**config.mk**
```make
export PLATFORM = sky130hd
export DESIGN_NAME = cache_repl_ctrl_flat
export DESIGN_NICKNAME = d
export VERILOG_FILES = /design/src/rtl/cache_repl_ctrl_pkg.sv /design/src/rtl/cache_repl_ctrl_if.sv /design/src/rtl/cache_repl_ctrl_plru_tree_logic.sv /design/src/rtl/cache_repl_ctrl.sv /design/src/flat_wrapper.sv
export SDC_FILE = /design/constraint.sdc
export NUM_CORES = 1
export LEC_CHECK = 0
export ABC_AREA = 1
export BUFFER_PORTS_ARGS = -buffer_cell sky130_fd_sc_hd__clkbuf_2
export CORE_ASPECT_RATIO = 1.75
export CORE_UTILIZATION = 35
export DETAILED_ROUTE_END_ITERATION = 10
export HOLD_SLACK_MARGIN = 0.05
export PLACE_DENSITY = 0.59
export RECOVER_POWER = 100
export SYNTH_ARGS = -nofsm -noshare
export SYNTH_HDL_FRONTEND = slang
export SYNTH_HIERARCHICAL = 1
export SYNTH_SLANG_ARGS = --single-unit
```
**constraint.sdc**
```tcl
create_clock -name clk -period 2.5 [get_ports clk]
set_clock_uncertainty 0.05 [all_clocks]
set_input_delay 0 -clock clk [delete_from_list [all_inputs] [get_ports clk]]
set_output_delay 0 -clock clk [all_outputs]
set_load 0.02 [all_outputs]
```
**src/rtl/cache_repl_ctrl_pkg.sv**
```systemverilog
// Shared types and sizing constants for the cache replacement controller.
// Build option CACHE_REPL_INV_FIRST_EN is consumed by cache_repl_ctrl, not here.
package cache_repl_pkg;

  localparam int CACHE_ASSOC = 4;
  localparam int CACHE_SETS  = 64;
  localparam int CACHE_IDX_W = $clog2(CACHE_SETS);

  typedef enum logic [1:0] {
    FSM_IDLE   = 2'd0,
    FSM_DECIDE = 2'd1,
    FSM_REFILL = 2'd2
  } repl_fsm_e;

  // Sized for the widest supported tree; a 2-way set only uses bit 0.
  typedef logic [CACHE_ASSOC-2:0] plru_state_t;

endpackage

```
**src/rtl/cache_repl_ctrl_if.sv**
```systemverilog
// Lookup, refill and completion signals between tag compare, the controller and the refill engine.
interface cache_repl_ctrl_if
  import cache_repl_pkg::*;
#(
  parameter int ASSOC_NUM = CACHE_ASSOC,
  parameter int SET_NUM   = CACHE_SETS,
  localparam int IDX_W    = $clog2(SET_NUM),
  localparam int WAY_W    = $clog2(ASSOC_NUM)
);
  logic                 req_valid;
  logic                 req_ready;
  logic [IDX_W-1:0]     req_index;
  logic [ASSOC_NUM-1:0] req_hit_way;
  logic [ASSOC_NUM-1:0] req_valid_ways;
  logic                 refill_valid;
  logic                 refill_ready;
  logic [IDX_W-1:0]     refill_index;
  logic [WAY_W-1:0]     refill_way;
  logic                 done_valid;
  logic [WAY_W-1:0]     done_way;

  modport master (
    output req_valid, req_index, req_hit_way, req_valid_ways, refill_ready,
    input  req_ready, refill_valid, refill_index, refill_way, done_valid, done_way
  );

  modport slave (
    input  req_valid, req_index, req_hit_way, req_valid_ways, refill_ready,
    output req_ready, refill_valid, refill_index, refill_way, done_valid, done_way
  );
endinterface

```
**src/rtl/cache_repl_ctrl_plru_tree_logic.sv**
```systemverilog
// Combinational tree-PLRU step: victim of the current state word and the word after touching a way.
module plru_tree_logic
  import cache_repl_pkg::*;
#(
  parameter int ASSOC_NUM = CACHE_ASSOC,
  localparam int WAY_W    = $clog2(ASSOC_NUM)
)(
  input  plru_state_t      i_state,
  input  logic [WAY_W-1:0] i_acc_way,
  output plru_state_t      o_next_state,
  output logic [WAY_W-1:0] o_victim
);

  if (ASSOC_NUM == 4) begin : g_four_way
    // b[0] points at the colder half, b[1]/b[2] at the colder way inside each half.
    always_comb begin
      o_next_state    = i_state;
      o_next_state[0] = ~i_acc_way[1];
      if (!i_acc_way[1]) o_next_state[1] = ~i_acc_way[0];
      else               o_next_state[2] = ~i_acc_way[0];
    end
    assign o_victim = i_state[0] ? {1'b1, i_state[2]} : {1'b0, i_state[1]};
  end else begin : g_two_way
    always_comb begin
      o_next_state    = i_state;
      o_next_state[0] = ~i_acc_way[0];
    end
    assign o_victim = i_state[0];
  end

endmodule

```
**src/rtl/cache_repl_ctrl.sv**
```systemverilog
// Per-set tree-PLRU replacement controller with a single outstanding lookup and refill handshake.
// Define CACHE_REPL_INV_FIRST_EN to prefer the lowest invalid way over the PLRU victim on a miss.
module cache_repl_ctrl
  import cache_repl_pkg::*;
#(
  parameter int ASSOC_NUM = CACHE_ASSOC,
  parameter int SET_NUM   = CACHE_SETS,
  localparam int IDX_W    = $clog2(SET_NUM),
  localparam int WAY_W    = $clog2(ASSOC_NUM)
)(
  input  logic              clk,
  input  logic              resetn,
  cache_repl_ctrl_if.slave  bus
);

  if (ASSOC_NUM != 2 && ASSOC_NUM != 4) begin : g_bad_assoc
    $error("cache_repl_ctrl: ASSOC_NUM must be 2 or 4");
  end
  if ((SET_NUM & (SET_NUM - 1)) != 0) begin : g_bad_sets
    $error("cache_repl_ctrl: SET_NUM must be a power of two");
  end

  localparam logic [1:0] IDLE   = FSM_IDLE;
  localparam logic [1:0] DECIDE = FSM_DECIDE;
  localparam logic [1:0] REFILL = FSM_REFILL;

  logic [1:0]       r_state;
  logic [IDX_W-1:0] r_idx;
  logic             r_hit;
  logic [WAY_W-1:0] r_hit_way;
  logic [WAY_W-1:0] r_victim;
  logic             r_ready;
  logic             r_refill_valid;
  logic             r_done_valid;
  logic [WAY_W-1:0] r_done_way;
  plru_state_t      r_plru [SET_NUM];

  logic [WAY_W-1:0] w_hit_enc;
  logic [WAY_W-1:0] w_acc_way;
  logic [WAY_W-1:0] w_plru_victim;
  logic [WAY_W-1:0] w_miss_way;
  logic             w_wr_en;
  plru_state_t      w_cur_state;
  plru_state_t      w_next_state;

  // Lowest set bit wins when the hit vector is multi-hot.
  always_comb begin
    w_hit_enc = '0;
    for (int i = ASSOC_NUM - 1; i >= 0; i--) begin
      if (bus.req_hit_way[i]) w_hit_enc = WAY_W'(i);
    end
  end

  assign w_cur_state = r_plru[r_idx];
  assign w_acc_way   = (r_state == REFILL) ? r_victim : r_hit_way;
  assign w_wr_en     = ((r_state == DECIDE) && r_hit) ||
                       ((r_state == REFILL) && bus.refill_ready);

  plru_tree_logic #(.ASSOC_NUM(ASSOC_NUM)) u_plru (
    .i_state      (w_cur_state),
    .i_acc_way    (w_acc_way),
    .o_next_state (w_next_state),
    .o_victim     (w_plru_victim)
  );

`ifdef CACHE_REPL_INV_FIRST_EN
  logic [ASSOC_NUM-1:0] r_valid_ways;
  logic [WAY_W-1:0]     w_inv_way;
  logic                 w_has_inv;

  always_comb begin
    w_inv_way = '0;
    w_has_inv = 1'b0;
    for (int i = ASSOC_NUM - 1; i >= 0; i--) begin
      if (!r_valid_ways[i]) begin
        w_inv_way = WAY_W'(i);
        w_has_inv = 1'b1;
      end
    end
  end

  always_ff @(posedge clk or negedge resetn) begin
    if (!resetn)                                      r_valid_ways <= '0;
    else if (r_state == IDLE && bus.req_valid && r_ready) r_valid_ways <= bus.req_valid_ways;
  end

  assign w_miss_way = w_has_inv ? w_inv_way : w_plru_victim;
`else
  assign w_miss_way = w_plru_victim;
`endif

  always_ff @(posedge clk or negedge resetn) begin
    if (!resetn) begin
      for (int i = 0; i < SET_NUM; i++) r_plru[i] <= '0;
    end else if (w_wr_en) begin
      r_plru[r_idx] <= w_next_state;
    end
  end

  // req_ready is held low for the first cycle out of reset so no lookup races the release.
  always_ff @(posedge clk or negedge resetn) begin
    if (!resetn) begin
      r_state        <= IDLE;
      r_idx          <= '0;
      r_hit          <= 1'b0;
      r_hit_way      <= '0;
      r_victim       <= '0;
      r_ready        <= 1'b0;
      r_refill_valid <= 1'b0;
      r_done_valid   <= 1'b0;
      r_done_way     <= '0;
    end else begin
      r_done_valid <= 1'b0;
      case (r_state)
        IDLE: begin
          if (bus.req_valid && r_ready) begin
            r_idx        <= bus.req_index;
            r_hit        <= |bus.req_hit_way;
            r_hit_way    <= w_hit_enc;
            r_done_valid <= |bus.req_hit_way;
            r_done_way   <= w_hit_enc;
            r_ready      <= 1'b0;
            r_state      <= DECIDE;
          end else begin
            r_ready <= 1'b1;
          end
        end
        DECIDE: begin
          if (r_hit) begin
            r_ready <= 1'b1;
            r_state <= IDLE;
          end else begin
            r_victim       <= w_miss_way;
            r_refill_valid <= 1'b1;
            r_state        <= REFILL;
          end
        end
        REFILL: begin
          if (bus.refill_ready) begin
            r_refill_valid <= 1'b0;
            r_done_valid   <= 1'b1;
            r_done_way     <= r_victim;
            r_ready        <= 1'b1;
            r_state        <= IDLE;
          end
        end
        default: r_state <= IDLE;
      endcase
    end
  end

  assign bus.req_ready    = r_ready;
  assign bus.refill_valid = r_refill_valid;
  assign bus.refill_index = r_idx;
  assign bus.refill_way   = r_victim;
  assign bus.done_valid   = r_done_valid;
  assign bus.done_way     = r_done_way;

endmodule

```
**src/flat_wrapper.sv**
```systemverilog
// flat-port wrapper written by rule: the top's interface ports become plain ports
module cache_repl_ctrl_flat import cache_repl_pkg::*;
#(
  parameter int ASSOC_NUM = CACHE_ASSOC,
  parameter int SET_NUM   = CACHE_SETS,
  localparam int IDX_W    = $clog2(SET_NUM),
  localparam int WAY_W    = $clog2(ASSOC_NUM)
)
  (clk, resetn, bus_req_valid, bus_req_index, bus_req_hit_way, bus_req_valid_ways, bus_refill_ready, bus_req_ready, bus_refill_valid, bus_refill_index, bus_refill_way, bus_done_valid, bus_done_way);
  cache_repl_ctrl_if #(.ASSOC_NUM(ASSOC_NUM), .SET_NUM(SET_NUM)) bus_i ();
  input  logic clk;
  input  logic resetn;
  input wire logic [$bits(bus_i.req_valid)-1:0] bus_req_valid;
  input wire logic [$bits(bus_i.req_index)-1:0] bus_req_index;
  input wire logic [$bits(bus_i.req_hit_way)-1:0] bus_req_hit_way;
  input wire logic [$bits(bus_i.req_valid_ways)-1:0] bus_req_valid_ways;
  input wire logic [$bits(bus_i.refill_ready)-1:0] bus_refill_ready;
  output wire logic [$bits(bus_i.req_ready)-1:0] bus_req_ready;
  output wire logic [$bits(bus_i.refill_valid)-1:0] bus_refill_valid;
  output wire logic [$bits(bus_i.refill_index)-1:0] bus_refill_index;
  output wire logic [$bits(bus_i.refill_way)-1:0] bus_refill_way;
  output wire logic [$bits(bus_i.done_valid)-1:0] bus_done_valid;
  output wire logic [$bits(bus_i.done_way)-1:0] bus_done_way;
  assign bus_i.req_valid = bus_req_valid;
  assign bus_i.req_index = bus_req_index;
  assign bus_i.req_hit_way = bus_req_hit_way;
  assign bus_i.req_valid_ways = bus_req_valid_ways;
  assign bus_i.refill_ready = bus_refill_ready;
  assign bus_req_ready = bus_i.req_ready;
  assign bus_refill_valid = bus_i.refill_valid;
  assign bus_refill_index = bus_i.refill_index;
  assign bus_refill_way = bus_i.refill_way;
  assign bus_done_valid = bus_i.done_valid;
  assign bus_done_way = bus_i.done_way;
  cache_repl_ctrl #(.ASSOC_NUM(ASSOC_NUM), .SET_NUM(SET_NUM)) u_core (.clk(clk), .resetn(resetn), .bus(bus_i));
endmodule
```
==> impl_metrics.toml, run 1 <==
[floorplanning]
fp.dieH_um = 229
core_area_um2 = 28700
io_pins = 31
row_count = 82
die_w_um = 132
initial_utilization_pct = 35.8
dieArea_um2 = 30100

[drt]
drt_iter0_markers = 726
vias_per_cell = 4.93
firstDrtPassIters = 5
vias = 9321
wirelength_um = 32600
avgRoutedWirePerCell_um = 17.2
drc = 0
postRouteAntennaNets = 0

[sta]
max_freq_mhz = 407
fin_hold_ws_ns = 0.127
final_max_slew_viol_count = 0
finalSetupViolations = 0
period_share_pct = 98.2
relSlewSlack_pct = 22.3
finalHoldViolCount = 0
tns_ns = 0
fin_crit_ns = 2.46
tightest_slew_ns = 1.16
rsz0062_at_grt = "yes"

[layout]
design_area_um2 = 12800
final_common_cell = "nand2_1"
final_nets = 1520
final_cell_mix = "nand2_1, dfrtp_1, inv_1"
final_util_pct = 44.7
syn2layout_area_growth_pct = 24.9
drive_gt1_share_pct = 12.6
fillers = 2857
diodes = 0

[synthesis]
synthXorXnorAreaFrac_pct = 0
synth-simple-area-share_pct = 26.8
synthMuxAreaShare_pct = 0.438
synth_warnings = 6
synth.distinct_cells = 21
synth-compound-area-share_pct = 11.7
yosysTopAreaCell = "dfrtp_1"
seq_area_frac_synth_pct = 51.1
synthDominantCellAreaShare_pct = 51.1
synth.net_count = 1416
syn_area_um2 = 10300
synthTopCellsByArea = "dfrtp_1, nand2_1, o21ai_0, inv_1, nand3_1"
synthAdderAreaFrac_pct = 0.487
synth.ff_latch_count = 210
synth.avg_cell_area_um2 = 7.37
synth_top_family_by_area = "simple AND/OR/NAND/NOR gates"
synth_cells = 1394

[critical_path]
critPathLaunchType = "register"
r2r_start = "u_core/bus.refill_index[0]$_DFFE_PN0P_"
reg2reg_to = "u_core/r_plru[77]$_DFFE_PN0P_"
crit_path_end_kind = "register"
cp_max_fo = 22
worst_ep_arrival_time_ns = 2.79
critical_path_class = "register to register"
ff2ff_path_depth = 15
regToRegSetupSlack_ns = 0.04
critPathRequiredTime_ns = 2.83
endpoint = "u_core/r_plru[77]$_DFFE_PN0P_"
crit_start = "u_core/bus.refill_index[0]$_DFFE_PN0P_"

[global_routing]
grt_pass1_wl_um = 48100
grt_pass1_vias = 8899
overflow = 0
grt_use_total_pct = 20.4
grt_max_degree = 58
antenna_found_initial = 0

[pwr]
p_total_mw = 18.1
netSwitchingFraction_pct = 42.6
power_frac_clock_pct = 17.3
seqPwrFrac_pct = 30.1
p_int_mw = 10.4
vdd_drop_max_v = 0.000758
p_per_area_nw_per_um2 = 1410
combPwrFrac_pct = 52.7
switchingPower_mw = 7.69
leakagePower_nw = 6.23

[clock_network]
cts_tree = "yes"
numCtsBuffers = 20
ctsLongestPathBuffers = 3
clockRootBuffer = "clkbuf_16"
clock_latency_ns = 0.52
h-tree-depth = 1
path_clk_slew_ns = 0.07
clock_sinks = 210

[hold_path]
hp-class = "input port to register"

[placement]
placed_cell_area_um2 = 11300
portBuffers = 26
gp_congestion = 0.861
dp_hpwl_um = 20000

[status]
run_status = "finished clean"

[run]
drv_cap = 0
-- worst max-delay path, cell delays in order (launching register included) --
cell and delay (ns):
dfrtp_4 0.56, clkinv_8 0.14, buf_12 0.18, nand2_1 0.06
nand3_1 0.10, nand2_1 0.08, o21ai_2 0.17, buf_6 0.13
nand2_1 0.06, nor2_2 0.12, nand2_2 0.08, nand2_2 0.09
nand2_4 0.10, clkinv_8 0.12, clkbuf_16 0.16, o21ai_0 0.10
-- synthesized netlist by cell type (all sizes together) --
cell type / n
mux2: 4
o21ai: 238
o31ai: 1
clkinv: 3
nor2: 42
dfrtp: 210
buf: 14
ha: 4
nand3: 86
clkbuf: 44
or2: 9
a21oi: 1
nand2: 535
inv: 192
nor3: 11
-- per-stage QoR --
step	instances	setup WS [ns]
floorplan	1394	0.0657
global placement	1797	-0.0841
detailed placement	1797	-0.0946
CTS	1862	0.00992
global route	1890	-0.0774
finish	1890	0.0444
-- worst min-delay path by stage --
stage	from	end	depth (start not counted)
global placement	resetn	u_core/r_plru[129]$_DFFE_PN0P_	1
global route	bus_req_hit_way[3]	u_core/bus.done_way[1]$_DFFE_PN0P_	6
finish	bus_req_hit_way[3]	u_core/bus.done_way[1]$_DFFE_PN0P_	6
floorplan	resetn	u_core/bus.done_valid$_DFF_PN0_	0
detailed placement	resetn	u_core/r_plru[131]$_DFFE_PN0P_	1
CTS	bus_req_hit_way[3]	u_core/bus.done_way[1]$_DFFE_PN0P_	6
-- power groups by stage --
stage / combinational (mW) / clock [mW] / sequential (mW)
CTS: 7.77 / 3.18 / 5.42
global route: 10.3 / 3.32 / 5.58
floorplan: 4.26 / 0 / 5.37
detailed placement: 7.29 / 0 / 5.47
global placement: 7.22 / 0 / 5.43
finish: 9.51 / 3.12 / 5.43
-- logic make-up after synthesis --
group / after synthesis
flip-flops: 210
multiplexers: 4
adder cells (fa/ha/maj): 4
buffers and inverters: 253
AO/OA/AOI/OAI: 240
AND/OR/NAND/NOR: 683
-- cell type report --
class	count	area, um^2	area share (%)
Clock buffer	29	606	4.72
Clock inverter	7	62.6	0.488
Multi-Input combinational cell	931	4140	32.2
Tap cell	378	473	3.69
Inverter	195	757	5.90
Timing Repair inverter	1	11.3	0.0878
Timing Repair Buffer	139	1530	11.9
Sequential cell	210	5260	41.0
-- layer usage --
layer  wire (um)  GRT usage [%]
met5           0              0
met4        1460           9.19
met3        1660           1.95
met2       17300           38.4
met1       12100           23.1
-- state kept, by name, summed over array words and instances, names as in the netlist --
name,flops
u_core/bus.refill_index,6
u_core/bus.done_way,2
u_core/r_hit,1
u_core/bus.req_ready,1
u_core/bus.done_valid,1
u_core/bus.refill_valid,1
u_core/bus.refill_way,2
u_core/r_state,2
u_core/r_hit_way,2
u_core/r_plru,192
-- timing repair --
action / CTS / global route
hold buffers: 26 / 0
setup endpoints to repair: 129 / 169
endpoints found under the hold margin: 196 / 0
setup buffers: 1 / 13
pin swaps: 0 / 8
gates resized for setup: 9 / 57
gates cloned: 2 / 16
Note: power is estimated with default switching activity, not from simulation.
==> inputs of run 2 (changes only) <==
clock period = 2.1 ns   (was 2.5 ns; I/O delays follow)
==> run 2 against run 1 <==
Effect of this change: the run now ends with setup timing left; cell count is 1.7% higher; combinational power up 30%; total power increased by 26%; critical path type unchanged; clock power rose by 23%; critical path depth is 3 higher; sequential share of layout area decreased by 1.6 points; fmax decreased by 2.0%.
==> impl_metrics.toml, run 2 (synthesis results as in run 1) <==
[sta]
rsz0062_at_grt = "yes"
final_max_slew_viol_count = 0
tightest_slew_ns = 0.924
max_freq_mhz = 399
relSlewSlack_pct = 38.4
finalSetupViolations = 153
finalHoldViolCount = 0
period_share_pct = 119
fin_crit_ns = 2.50
worst_slack_ns = -0.405

[global_routing]
grt_pass1_wl_um = 49300
grt_util_met1_pct = 23.0
grt_use_total_pct = 20.9
use_met2_pct = 38.5
antenna_found_initial = 0
grt_pass1_vias = 9332
overflow = 0
grt_max_degree = 67
grt.busiest_layer = "met2"
grtUsageMet3_pct = 2.26

[placement]
dp_hpwl_um = 20200
pre_cts_ws_ns = -0.602
gp_congestion = 0.853
portBuffers = 26

[critical_path]
regToRegSetupSlack_ns = -0.40
worst_ep_arrival_time_ns = 2.87
critPathLaunchType = "register"
critPathRequiredTime_ns = 2.47
critical_path_class = "register to register"
crit_path_end_kind = "register"
cp_max_fo = 6

[pwr]
p_total_mw = 22.7
vdd_drop_max_v = 0.000739
p_per_area_nw_per_um2 = 1700
leakagePower_nw = 6.52

[clock_network]
numCtsBuffers = 21
cts_tree = "yes"
clockRootBuffer = "clkbuf_16"
ctsLongestPathBuffers = 3
path_clk_slew_ns = 0.07
clock_latency_ns = 0.53
h-tree-depth = 1
clock_sinks = 210

[layout]
syn2layout_area_growth_pct = 30.1
drive_gt1_share_pct = 18.3
largest_reg_flops = 192
diodes = 0
fillers = 2792
final_nets = 1552
regMostFlops = "u_core/r_plru"
final_common_cell = "nand2_1"
final_cell_mix = "nand2_1, dfrtp_1, inv_1"

[drt]
drt_iter0_markers = 557
postRouteAntennaNets = 0
avgRoutedWirePerCell_um = 16.7
wirelength_um = 32100
firstDrtPassIters = 7
vias = 9377
vias_per_cell = 4.88
drc = 0

[status]
run_status = "finished with violations"
failed_checks = "setup timing"

[floorplanning]
row_count = 82
fp.dieH_um = 229
io_pins = 31
dieArea_um2 = 30100
die_w_um = 132
core_area_um2 = 28700
initial_utilization_pct = 35.8

[hold_path]
hp-class = "input port to register"

[run]
drv_cap = 0
run 2: cell types whose count changed in the layout (fill, tap and decap cells not counted), moves of 4 or more:
cell           previous run  this run
buf_4                    44        71
o21ai_0                 177        97
buf_12                   16        27
nand3_2                   0         4
dlygate4sd3_1            26        17
clkbuf_4                  0         4
o21ai_2                   9        48
nand2_1                 529       516
nand2_2                   5        17
nor2_1                   29        33
nand3_1                  86        82
clkbuf_16                33        28
o21ai_1                  52        93
nor2_2                   12         7
run 2: worst paths after layout:
| path | start | to | depth (start not counted) |
|---|---|---|---|
| worst min register to register | u_core/r_plru[79]$_DFFE_PN0P_ | u_core/r_plru[79]$_DFFE_PN0P_ | 2 |
| min in group asynchronous | resetn | u_core/r_plru[72]$_DFFE_PN0P_ | 4 |
| worst max register to register | u_core/bus.refill_index[0]$_DFFE_PN0P_ | u_core/r_plru[1]$_DFFE_PN0P_ | 18 |
| worst max-delay path | u_core/bus.refill_index[0]$_DFFE_PN0P_ | u_core/r_plru[1]$_DFFE_PN0P_ | 18 |
| worst min-delay path | bus_req_hit_way[2] | u_core/bus.done_way[0]$_DFFE_PN0P_ | 5 |
| max in group asynchronous | resetn | u_core/r_plru[121]$_DFFE_PN0P_ | 4 |
run 2: per-layer routing:
layer	wire, um	up-vias	share of wire (%)
met1	11900	4404	37
met5	0	-	0
met2	16800	256	52
li1	-	4617	-
met3	1470	100	4.6
met4	1930	0	6.0
run 2: report_power, final:
group | switching (mW) | internal, mW
logic | 7.05 | 5.37
clock network | 1.61 | 2.22
registers | 0.916 | 5.55
total | 9.58 | 13.1
run 2: final cells by class:
class | count | area, um^2 | area share (%)
Timing Repair Buffer | 170 | 1820 | 13.6
Clock inverter | 5 | 53.8 | 0.403
Tap cell | 378 | 473 | 3.54
Timing Repair inverter | 1 | 16.3 | 0.122
Clock buffer | 33 | 641 | 4.79
Inverter | 195 | 766 | 5.73
Multi-Input combinational cell | 931 | 4340 | 32.5
Sequential cell | 210 | 5260 | 39.4
run 2: critical path, cell delays in order (launching register included):
cell,delay (ns)
dfrtp_4,0.54
inv_8,0.10
buf_12,0.13
buf_12,0.11
buf_6,0.09
buf_6,0.10
nand2_4,0.04
nand3_2,0.07
nand2_2,0.05
o21ai_1,0.12
nand2_1,0.09
nor2_2,0.11
nand2_1,0.08
nand2_1,0.06
o21ai_1,0.07
bufinv_8,0.22
buf_12,0.13
clkbuf_16,0.17
o21ai_1,0.07
run 2: timing repair:
item | 4_1_cts | 5_1_grt
hold buffers | 18 | 0
setup endpoints to repair | 185 | 190
cloned | 5 | 10
setup buffers | 9 | 7
hold endpoints to repair | 226 | 0
resized for setup | 81 | 128
pin swaps | 5 | 50
run 2: through the flow:
stage	util [%]	instances	area (um^2)	hold WS (ns)	setup TNS [ns]
final	46.5	1923	13400	0.0848	-46.96
after CTS	44.9	1908	12900	0.0619	-40.32
after global placement	40.6	1838	11700	-0.124	-67.44
after floorplan	-	1394	10500	-0.346	-0.00543
after detailed placement	40.6	1838	11700	-0.118	-68.02
after global routing	46.5	1923	13400	0.145	-70.83
